**config.mk**
```make
export PLATFORM = sky130hd
export DESIGN_NAME = gray2rgb_stream
export DESIGN_NICKNAME = d
export VERILOG_FILES = /design/src/rtl/coproc_pkg.sv /design/src/rtl/gray_palette_rf.sv /design/src/rtl/gray2rgb_stream.sv
export SDC_FILE = /design/constraint.sdc
export NUM_CORES = 1
export LEC_CHECK = 0
export ABC_CLOCK_PERIOD_IN_PS = 1700
export CAP_MARGIN = 20
export CORE_ASPECT_RATIO = 1.2
export CORE_MARGIN = 2
export CORE_UTILIZATION = 35
export DETAILED_ROUTE_END_ITERATION = 16
export GPL_TIMING_DRIVEN = 0
export REMOVE_ABC_BUFFERS = 1
export SLEW_MARGIN = 20
export SYNTH_ARGS = -nofsm -noshare
export SYNTH_HDL_FRONTEND = slang
export SYNTH_SLANG_ARGS = --single-unit
```
**constraint.sdc**
```tcl
create_clock -name clk -period 1.7 [get_ports clk]
set_input_delay 0.17 -clock clk [delete_from_list [all_inputs] [get_ports clk]]
set_output_delay 0.17 -clock clk [all_outputs]
set_load 0.01 [all_outputs]
```
**src/rtl/coproc_pkg.sv**
```systemverilog
// Shared types for the gray-to-RGB streaming coprocessor: pixel formats,
// conversion mode, FSM encoding and palette geometry.
package coproc_pkg;

  typedef logic [3:0]  gray4_t;
  typedef logic [11:0] rgb444_t;

  typedef enum logic {
    MODE_REPL = 1'b0,
    MODE_PAL  = 1'b1
  } pix_mode_e;

  typedef enum logic {
    ST_IDLE   = 1'b0,
    ST_ACTIVE = 1'b1
  } fsm_state_e;

  localparam int PAL_DEPTH = 16;
  localparam int PAL_AW    = $clog2(PAL_DEPTH);

  // Gray level copied into all three channels; also the palette reset ramp.
  function automatic rgb444_t gray_replicate(input gray4_t g);
    return {g, g, g};
  endfunction

endpackage

```
**src/rtl/gray_palette_rf.sv**
```systemverilog
// 16-entry x 12-bit palette: one synchronous write port, one asynchronous
// read port, asynchronously reset to the identity gray ramp.
module gray_palette_rf
  import coproc_pkg::*;
(
  input  logic              clk,
  input  logic              rst_n,
  input  logic              we_i,
  input  logic [PAL_AW-1:0] waddr_i,
  input  rgb444_t           wdata_i,
  input  logic [PAL_AW-1:0] raddr_i,
  output rgb444_t           rdata_o
);

  rgb444_t mem_q [PAL_DEPTH];

  always_ff @(posedge clk or negedge rst_n) begin
    if (!rst_n) begin
      for (int i = 0; i < PAL_DEPTH; i++) begin
        mem_q[i] <= gray_replicate(gray4_t'(i));
      end
    end else if (we_i) begin
      mem_q[waddr_i] <= wdata_i;
    end
  end

  // Reads see the registered contents, so a same-cycle write is not visible.
  assign rdata_o = mem_q[raddr_i];

endmodule

```
**src/rtl/gray2rgb_stream.sv**
```systemverilog
// Streaming 4-bit gray to RGB444 converter with a single output register
// stage, per-frame mode latching, a writable palette and frame accounting.
module gray2rgb_stream
  import coproc_pkg::*;
#(
  parameter int PIX_CNT_W = 16
) (
  input  logic                 clk,
  input  logic                 rst_n,
  input  logic                 mode,
  input  logic                 pal_we,
  input  logic [3:0]           pal_addr,
  input  logic [11:0]          pal_wdata,
  input  logic                 in_valid,
  output logic                 in_ready,
  input  logic [3:0]           in_gray,
  input  logic                 in_last,
  output logic                 out_valid,
  input  logic                 out_ready,
  output logic [11:0]          out_rgb,
  output logic                 out_last,
  output logic                 frame_done,
  output logic [PIX_CNT_W-1:0] pix_cnt,
  output fsm_state_e           dbg_state
);

  localparam logic [PIX_CNT_W-1:0] CNT_ONE = {{(PIX_CNT_W-1){1'b0}}, 1'b1};

  // Handshakes: a beat transfers on a rising edge where valid && ready.
  // The output register can accept a new pixel when it is empty or is being
  // drained in the same cycle; valid never drops and data never changes
  // while a beat is stalled.
  logic in_hs;
  logic out_hs;

  fsm_state_e           state_q,      state_d;
  pix_mode_e            mode_q,       mode_d;
  logic                 out_valid_q,  out_valid_d;
  rgb444_t              out_rgb_q,    out_rgb_d;
  logic                 out_last_q,   out_last_d;
  logic [PIX_CNT_W-1:0] pix_cnt_q,    pix_cnt_d;
  logic                 frame_done_q, frame_done_d;

  pix_mode_e eff_mode;
  rgb444_t   pal_rdata;
  rgb444_t   pix_rgb;

  assign in_ready = !out_valid_q || out_ready;
  assign in_hs    = in_valid && in_ready;
  assign out_hs   = out_valid_q && out_ready;

  gray_palette_rf u_palette (
    .clk     (clk),
    .rst_n   (rst_n),
    .we_i    (pal_we),
    .waddr_i (pal_addr),
    .wdata_i (pal_wdata),
    .raddr_i (in_gray),
    .rdata_o (pal_rdata)
  );

  // The first pixel of a frame uses the live mode; later ones the latched one.
  always_comb begin
    eff_mode = (state_q == ST_IDLE) ? pix_mode_e'(mode) : mode_q;
    pix_rgb  = (eff_mode == MODE_PAL) ? pal_rdata : gray_replicate(in_gray);
  end

  always_comb begin
    state_d      = state_q;
    mode_d       = mode_q;
    out_valid_d  = out_valid_q;
    out_rgb_d    = out_rgb_q;
    out_last_d   = out_last_q;
    pix_cnt_d    = pix_cnt_q;
    frame_done_d = out_hs && out_last_q;

    if (out_hs) begin
      out_valid_d = 1'b0;
      pix_cnt_d   = out_last_q ? '0 : pix_cnt_q + CNT_ONE;
    end

    if (in_hs) begin
      out_valid_d = 1'b1;
      out_rgb_d   = pix_rgb;
      out_last_d  = in_last;
      case (state_q)
        ST_IDLE: begin
          mode_d  = pix_mode_e'(mode);
          state_d = in_last ? ST_IDLE : ST_ACTIVE;
        end
        ST_ACTIVE: begin
          state_d = in_last ? ST_IDLE : ST_ACTIVE;
        end
        default: state_d = ST_IDLE;
      endcase
    end
  end

  always_ff @(posedge clk or negedge rst_n) begin
    if (!rst_n) begin
      state_q      <= ST_IDLE;
      mode_q       <= MODE_REPL;
      out_valid_q  <= 1'b0;
      out_rgb_q    <= '0;
      out_last_q   <= 1'b0;
      pix_cnt_q    <= '0;
      frame_done_q <= 1'b0;
    end else begin
      state_q      <= state_d;
      mode_q       <= mode_d;
      out_valid_q  <= out_valid_d;
      out_rgb_q    <= out_rgb_d;
      out_last_q   <= out_last_d;
      pix_cnt_q    <= pix_cnt_d;
      frame_done_q <= frame_done_d;
    end
  end

  assign out_valid  = out_valid_q;
  assign out_rgb    = out_rgb_q;
  assign out_last   = out_last_q;
  assign frame_done = frame_done_q;
  assign pix_cnt    = pix_cnt_q;
  assign dbg_state  = state_q;

endmodule

```
Yosys cells after proc, flatten, opt, wreduce, memory -nomap -nowiden --
Index checks and enable logic that the tools add are counted.
Storage, ports and cells: register bits after elaboration 225, input bits 27, output and inout port bits 33, word-level logic and storage cells 48
Cells by class: add/sub/neg operators 1, magnitude comparators 3, muxes and demuxes 12, bitwise operators 2, reductions and logical operators 7
Operators by type and width (number):
- $bwmux W192 | 1
- $bmux W12 S4 | 1
- $demux W12 S4 | 1
- $mux W12 | 4
- $add A16 B1 Y16 const B | 1
- $mux W16 | 1
- $ge A5 B5 Y1 const B | 2
- $not A4 Y5 | 2
- $lt A5 B1 Y1 const B | 1
- $logic_and A1 B1 Y1 | 4
- $mux W1 | 4
- $reduce_bool A2 Y1 | 1
- $logic_not A1 Y1 | 1
- $logic_or A1 B1 Y1 | 1

Depth between registers and ports, before layout --
depth in word-level cells 6, gate-level depth with buffers 7, mapped depth without buffers 5

By module --
From an unflattened synthesis, not the netlist that was laid out.
Second synthesis, totals: cell total of the unflattened synthesis 693, area, all modules 10342.4 sq um
By module, submodules not included:
- gray_palette_rf | times used 1, cells an instance 543, area each 8797.2 sq um, sequential area each 4924.7 sq um
- gray2rgb_stream | times used 1, cells an instance 150, area each 1545.2 sq um, sequential area each 825.8 sq um

Least setup slack after synthesis --
OpenSTA, ideal clock, no wires.
kind register to register, from register pix_cnt_q[3] (netlist: pix_cnt[3]), to register pix_cnt_q[15] (netlist: pix_cnt[15]), setup time 77 ps, arrival 1454 ps, data required time 1623 ps, setup slack 168 ps, cell stages (with the launch flop) 5, path buffers 0, period minus slack after synthesis 1532 ps, path through dfrtp_1 > and4_4 > nand4_4 > or4_1 > a21oi_1
Between the ends: cells in the longest elaborated chain, start to end 2
Ends and longest elaborated chain:
- from (decl) | line gray2rgb_stream.sv:41 | logic [PIX_CNT_W-1:0] pix_cnt_q, pix_cnt_d;
- from (signal assigned) | line gray2rgb_stream.sv:114 | pix_cnt_q <= pix_cnt_d;
- $add A16 B1 Y16 | line gray2rgb_stream.sv:79 | pix_cnt_d = out_last_q ? '0 : pix_cnt_q + CNT_ONE;
- $mux W16 | line gray2rgb_stream.sv:79
Every way passes these cells. A chain may end at the register's enable or synchronous reset.

Worst setup path after layout --
from input pal_addr[3], to register u_palette.mem_q[135] (netlist bit)
Between the ends: cells in the longest elaborated chain, start to end 6, elaborated cells on any way between the ends 7, classes of those cells 2 x order compare; 3 x mux; 1 x bitwise; 1 x reduce/logical
Ends and longest elaborated chain:
- from (decl) | line gray2rgb_stream.sv:12 | input logic [3:0] pal_addr,
- $not A4 Y5 (implied by the code) (*) | line gray_palette_rf.sv:23 | mem_q[waddr_i] <= wdata_i;
- $ge A5 B5 Y1 (implied by the code) or $lt A5 B1 Y1 (tied branches) | line gray_palette_rf.sv:23
- $logic_and A1 B1 Y1 (implied by the code) | line gray_palette_rf.sv:23
- $mux W12 (implied by the code) | line gray_palette_rf.sv:23
- $demux W12 S4 (*) | line gray_palette_rf.sv:23
- $bwmux W192 (*) | line gray_palette_rf.sv:23
- to (signal, indexed assignment) | line gray_palette_rf.sv:20 | mem_q[i] <= gray_replicate(gray4_t'(i));
- to (signal, indexed assignment) | line gray_palette_rf.sv:23
- to (decl) | line gray_palette_rf.sv:15 | rgb444_t mem_q [PAL_DEPTH];
Mark *: on every way between the ends. The rest lies on a longest branch, timed or not.

==> metrics.md <==
| Metric | Value |
|---|---|
| Run status | `finished, final reports clean` |
| Sequential power share | `0.490` |
| Post-synth EDFFs | `0` |
| Reg2reg start | `dbg_state$_DFFE_PN0P_` |
| HP Start | `in_last` |
| RSZ-0062 raised after global routing | `true` |
| Crit path kind | `in2reg` |
| Peak VDD IR | `about 0.71 mV` |
| Most common cell after layout, fill and taps aside | `mux2_2` |
| Root Buffer | `clkbuf_16` |
| Initial core utilization | `0.3541` |
| CP Capture Type | `register` |
| Mapped Area | `about 0.010 mm2` |
| Final hold viol count | `0` |
| Setup violations, final | `0` |
| Clk network pwr share | `0.333` |
| Worst hold path type | `in2reg` |
| Routed Antenna Nets | `0` |
| Via density | `between 5 and 6` |
| Sink of the worst hold path | `out_last$_DFFE_PN0P_` |
| First-pass GRT wire length | `a little under 40000 um` |
| Max-slew violations | `0` |
| Startpoint type of the worst setup path | `input port` |
| Part of the power in combinational logic | `0.177` |
| Most frequent cells in the layout | `193 x mux2_2, 119 x dfrtp_1, 96 x dfstp_2, 51 x mux2i_1, 44 x clkdlybuf4s50_1` |
| CORE AREA | `about 0.03 mm2` |
| Leakage Power | `around 5.2 nW` |
| Syn. warnings | `0` |
| Final Total Pwr | `between 15 and 20 mW` |
| Rows | `69` |
| Drt pass-1 iters | `4` |
| Max Root-Sink Buffers | `3` |
| Synth Instances | `roughly 740` |
| H-Tree Depth | `1` |
| Period minus WS final | `around 1.7 ns` |
| Syn-to-layout area delta | `19.25%` |
| Diode count | `0` |
| Period utilisation layout | `0.9786` |
| CTS Sinks | `about 230` |
| Die area | `between 0.03 and 0.04 mm2` |
| Clk slew on worst S/H paths | `roughly 0.060 ns` |
| Measured slew at the worst slew-check pin | `slightly above 0.7 ns` |
| #FFs+latches synth | `225` |
| Top_reg_cell synth | `dfrtp_1` |
| RR Endpoint | `out_rgb[3]$_DFFE_PN0P_` |
| Inserted Clock Buffers | `24` |
| HPWL after detailed placement | `15270 um` |
| RePlAce Congestion | `between 0.7 and 0.8` |
| Remaining DRCs | `0` |
| Layout cells sized above 1 | `0.5117` |
| Die X | `161.8 um` |
| Critical path required time | `2.10 ns` |
| Drt total wl | `24650 um` |
| Largest net degree at the start of global routing | `95` |
| Vias in the first global route | `around 6600` |
| R2R cell count | `4` |
| Hold depth | `3` |
| DRT iter0 DRCs | `481` |
| CP arrival | `2.06 ns` |
| Final nets | `around 820` |
| Power Density | `approximately 1200 mW/mm2` |
| Post-synth cell types | `42` |
| GRT Residual Overflow | `0` |
| Via Count | `~6300` |
| DR WL/cell | `approximately 20 um` |
| Die H | `roughly 190 um` |
| Max_cap viols | `0` |
| Reg2Reg Setup Slack | `approximately 0.090 ns` |
| Switching share of power | `0.2511` |
| Rel. slew slack | `0.5303` |
| I/O pins | `60` |
| CP Launch Point | `pal_addr[3]` |
| Fillcell total | `roughly 2800` |
| Fraction of registers with async set/reset | `1.000` |
| Clk_lat worst skew | `around 0.53 ns` |
| Crit path max fanout | `12` |
| Setup Skew | `between 0.015 and 0.02 ns` |
| Power Internal | `approximately 12 mW` |
| Hold WS | `around 0.25 ns` |
| Count of input and output buffers | `approximately 60` |
| Maximum operating frequency | `around 600 MHz` |
| CTS tree | `yes` |
| Initial antenna violation count | `0` |
| Avg Inst Size Synth | `between 10 and 15 um2` |
| Net Sw Power | `approximately 3.9 mW` |
| Sequential-to-total area share from yosys stat | `0.5500` |
| Total track usage | `0.1595` |
[final cells by class]
class                      count  area [um2]  share of cell area
sequential                   225        5763              0.4622
multi-input combinational    459        4523              0.3627
timing repair buffer          84       928.4             0.07445
clock buffer                  33       654.4             0.05248
tap                          390       488.0             0.03913
clock inverter                 9       108.9            0.008730
inverter                       1       3.754           0.0003010
[cell usage after synthesis, types with 7 or more instances]
cell type | n | area, um2
a21oi_1 | 10 | 50.05
a22oi_1 | 24 | 180.2
buf_2 | 21 | 105.1
clkbuf_1 | 25 | 93.84
dfrtp_1 | 129 | 3228
dfstp_2 | 96 | 2522
mux2_2 | 194 | 2185
mux2i_1 | 52 | 520.5
mux4_2 | 24 | 540.5
nand2_1 | 25 | 93.84
nand3_1 | 10 | 50.05
nand4_1 | 12 | 75.07
nor2_1 | 25 | 93.84
o21ai_0 | 7 | 35.03
o31ai_1 | 8 | 60.06
[cells by family after synthesis]
kind of cell,after synthesis,share of synthesized area
xor gates and xnor gates,10,0.008376
adders and majority gates,1,0.001196
muxes,270,0.3104
DFF,225,0.5500
and+or+nand+nor,112,0.05875
AOI/OAI and AO/OA,66,0.04332
buffers and inverters,57,0.02800
[worst max-delay path by stage]
| stage | slack, ns | end |
|---|---|---|
| floorplan | 0.17 | pix_cnt[15]$_DFFE_PN0N_ |
| global placement | -9.23 | u_palette.mem_q[64]$_DFFE_PN0P_ |
| detailed placement | -1.00 | out_rgb[1]$_DFFE_PN0P_ |
| CTS | -0.0003 | u_palette.mem_q[151]$_DFFE_PN0P_ |
| global route | -0.03 | u_palette.mem_q[17]$_DFFE_PN1P_ |
| finish | 0.04 | u_palette.mem_q[135]$_DFFE_PN0P_ |
[repair_timing]
action | CTS | global route
hold buffers | 1 | 0
endpoints found under the setup margin | 87 | 66
setup buffers | 8 | 3
resized for setup | 28 | 16
pin swaps | 2 | 0
hold endpoints to repair | 65 | 0
cloned | 0 | 0
[stage by stage]
stage	worst slack (ns)	setup TNS [ns]	cell area, um2	utilization	std cells
floorplan	0.1667	0	10170	-	685
global placement	-9.232	-1974.09	11250	0.3809	1134
detailed placement	-1.002	-105.02	11510	0.3898	1147
CTS	-0.0002853	-0.0002853	12400	0.4199	1198
global route	-0.03475	-0.4428	12470	0.4223	1201
finish	0.03646	0	12470	0.4223	1201
[flip-flops by register name, summed over array words and instances, names as in the netlist]
register         flops
dbg_state            1
out_rgb             12
u_palette.mem_q    192
mode_q               1
out_valid            1
pix_cnt             16
frame_done           1
out_last             1
[power groups by stage]
stage / combinational, mW / sequential, mW / clock, mW
global route: 2.99 / 7.68 / 5.52
finish: 2.73 / 7.54 / 5.12
detailed placement: 2.70 / 7.63 / 0
CTS: 2.75 / 7.54 / 5.27
floorplan: 1.77 / 7.47 / 0
global placement: 2.62 / 7.59 / 0
[routing by layer]
layer | track usage | part of all wire | vias up | wire length [um]
met1 | 0.2270 | 0.48 | 3311 | 11760
met3 | 0.02015 | 0.033 | 32 | 815
met4 | 0.04064 | 0.019 | 0 | 462
met2 | 0.2589 | 0.47 | 113 | 11610
met5 | 0 | 0 | - | 0
li1 | - | - | 2855 | -
[worst max-delay path: stages]
cell,delay (ns)
clkdlybuf4s50_1,0.46
nand3b_1,0.35
or3_2,0.73
mux2_2,0.35
Note: power is estimated with default switching activity, not from simulation.
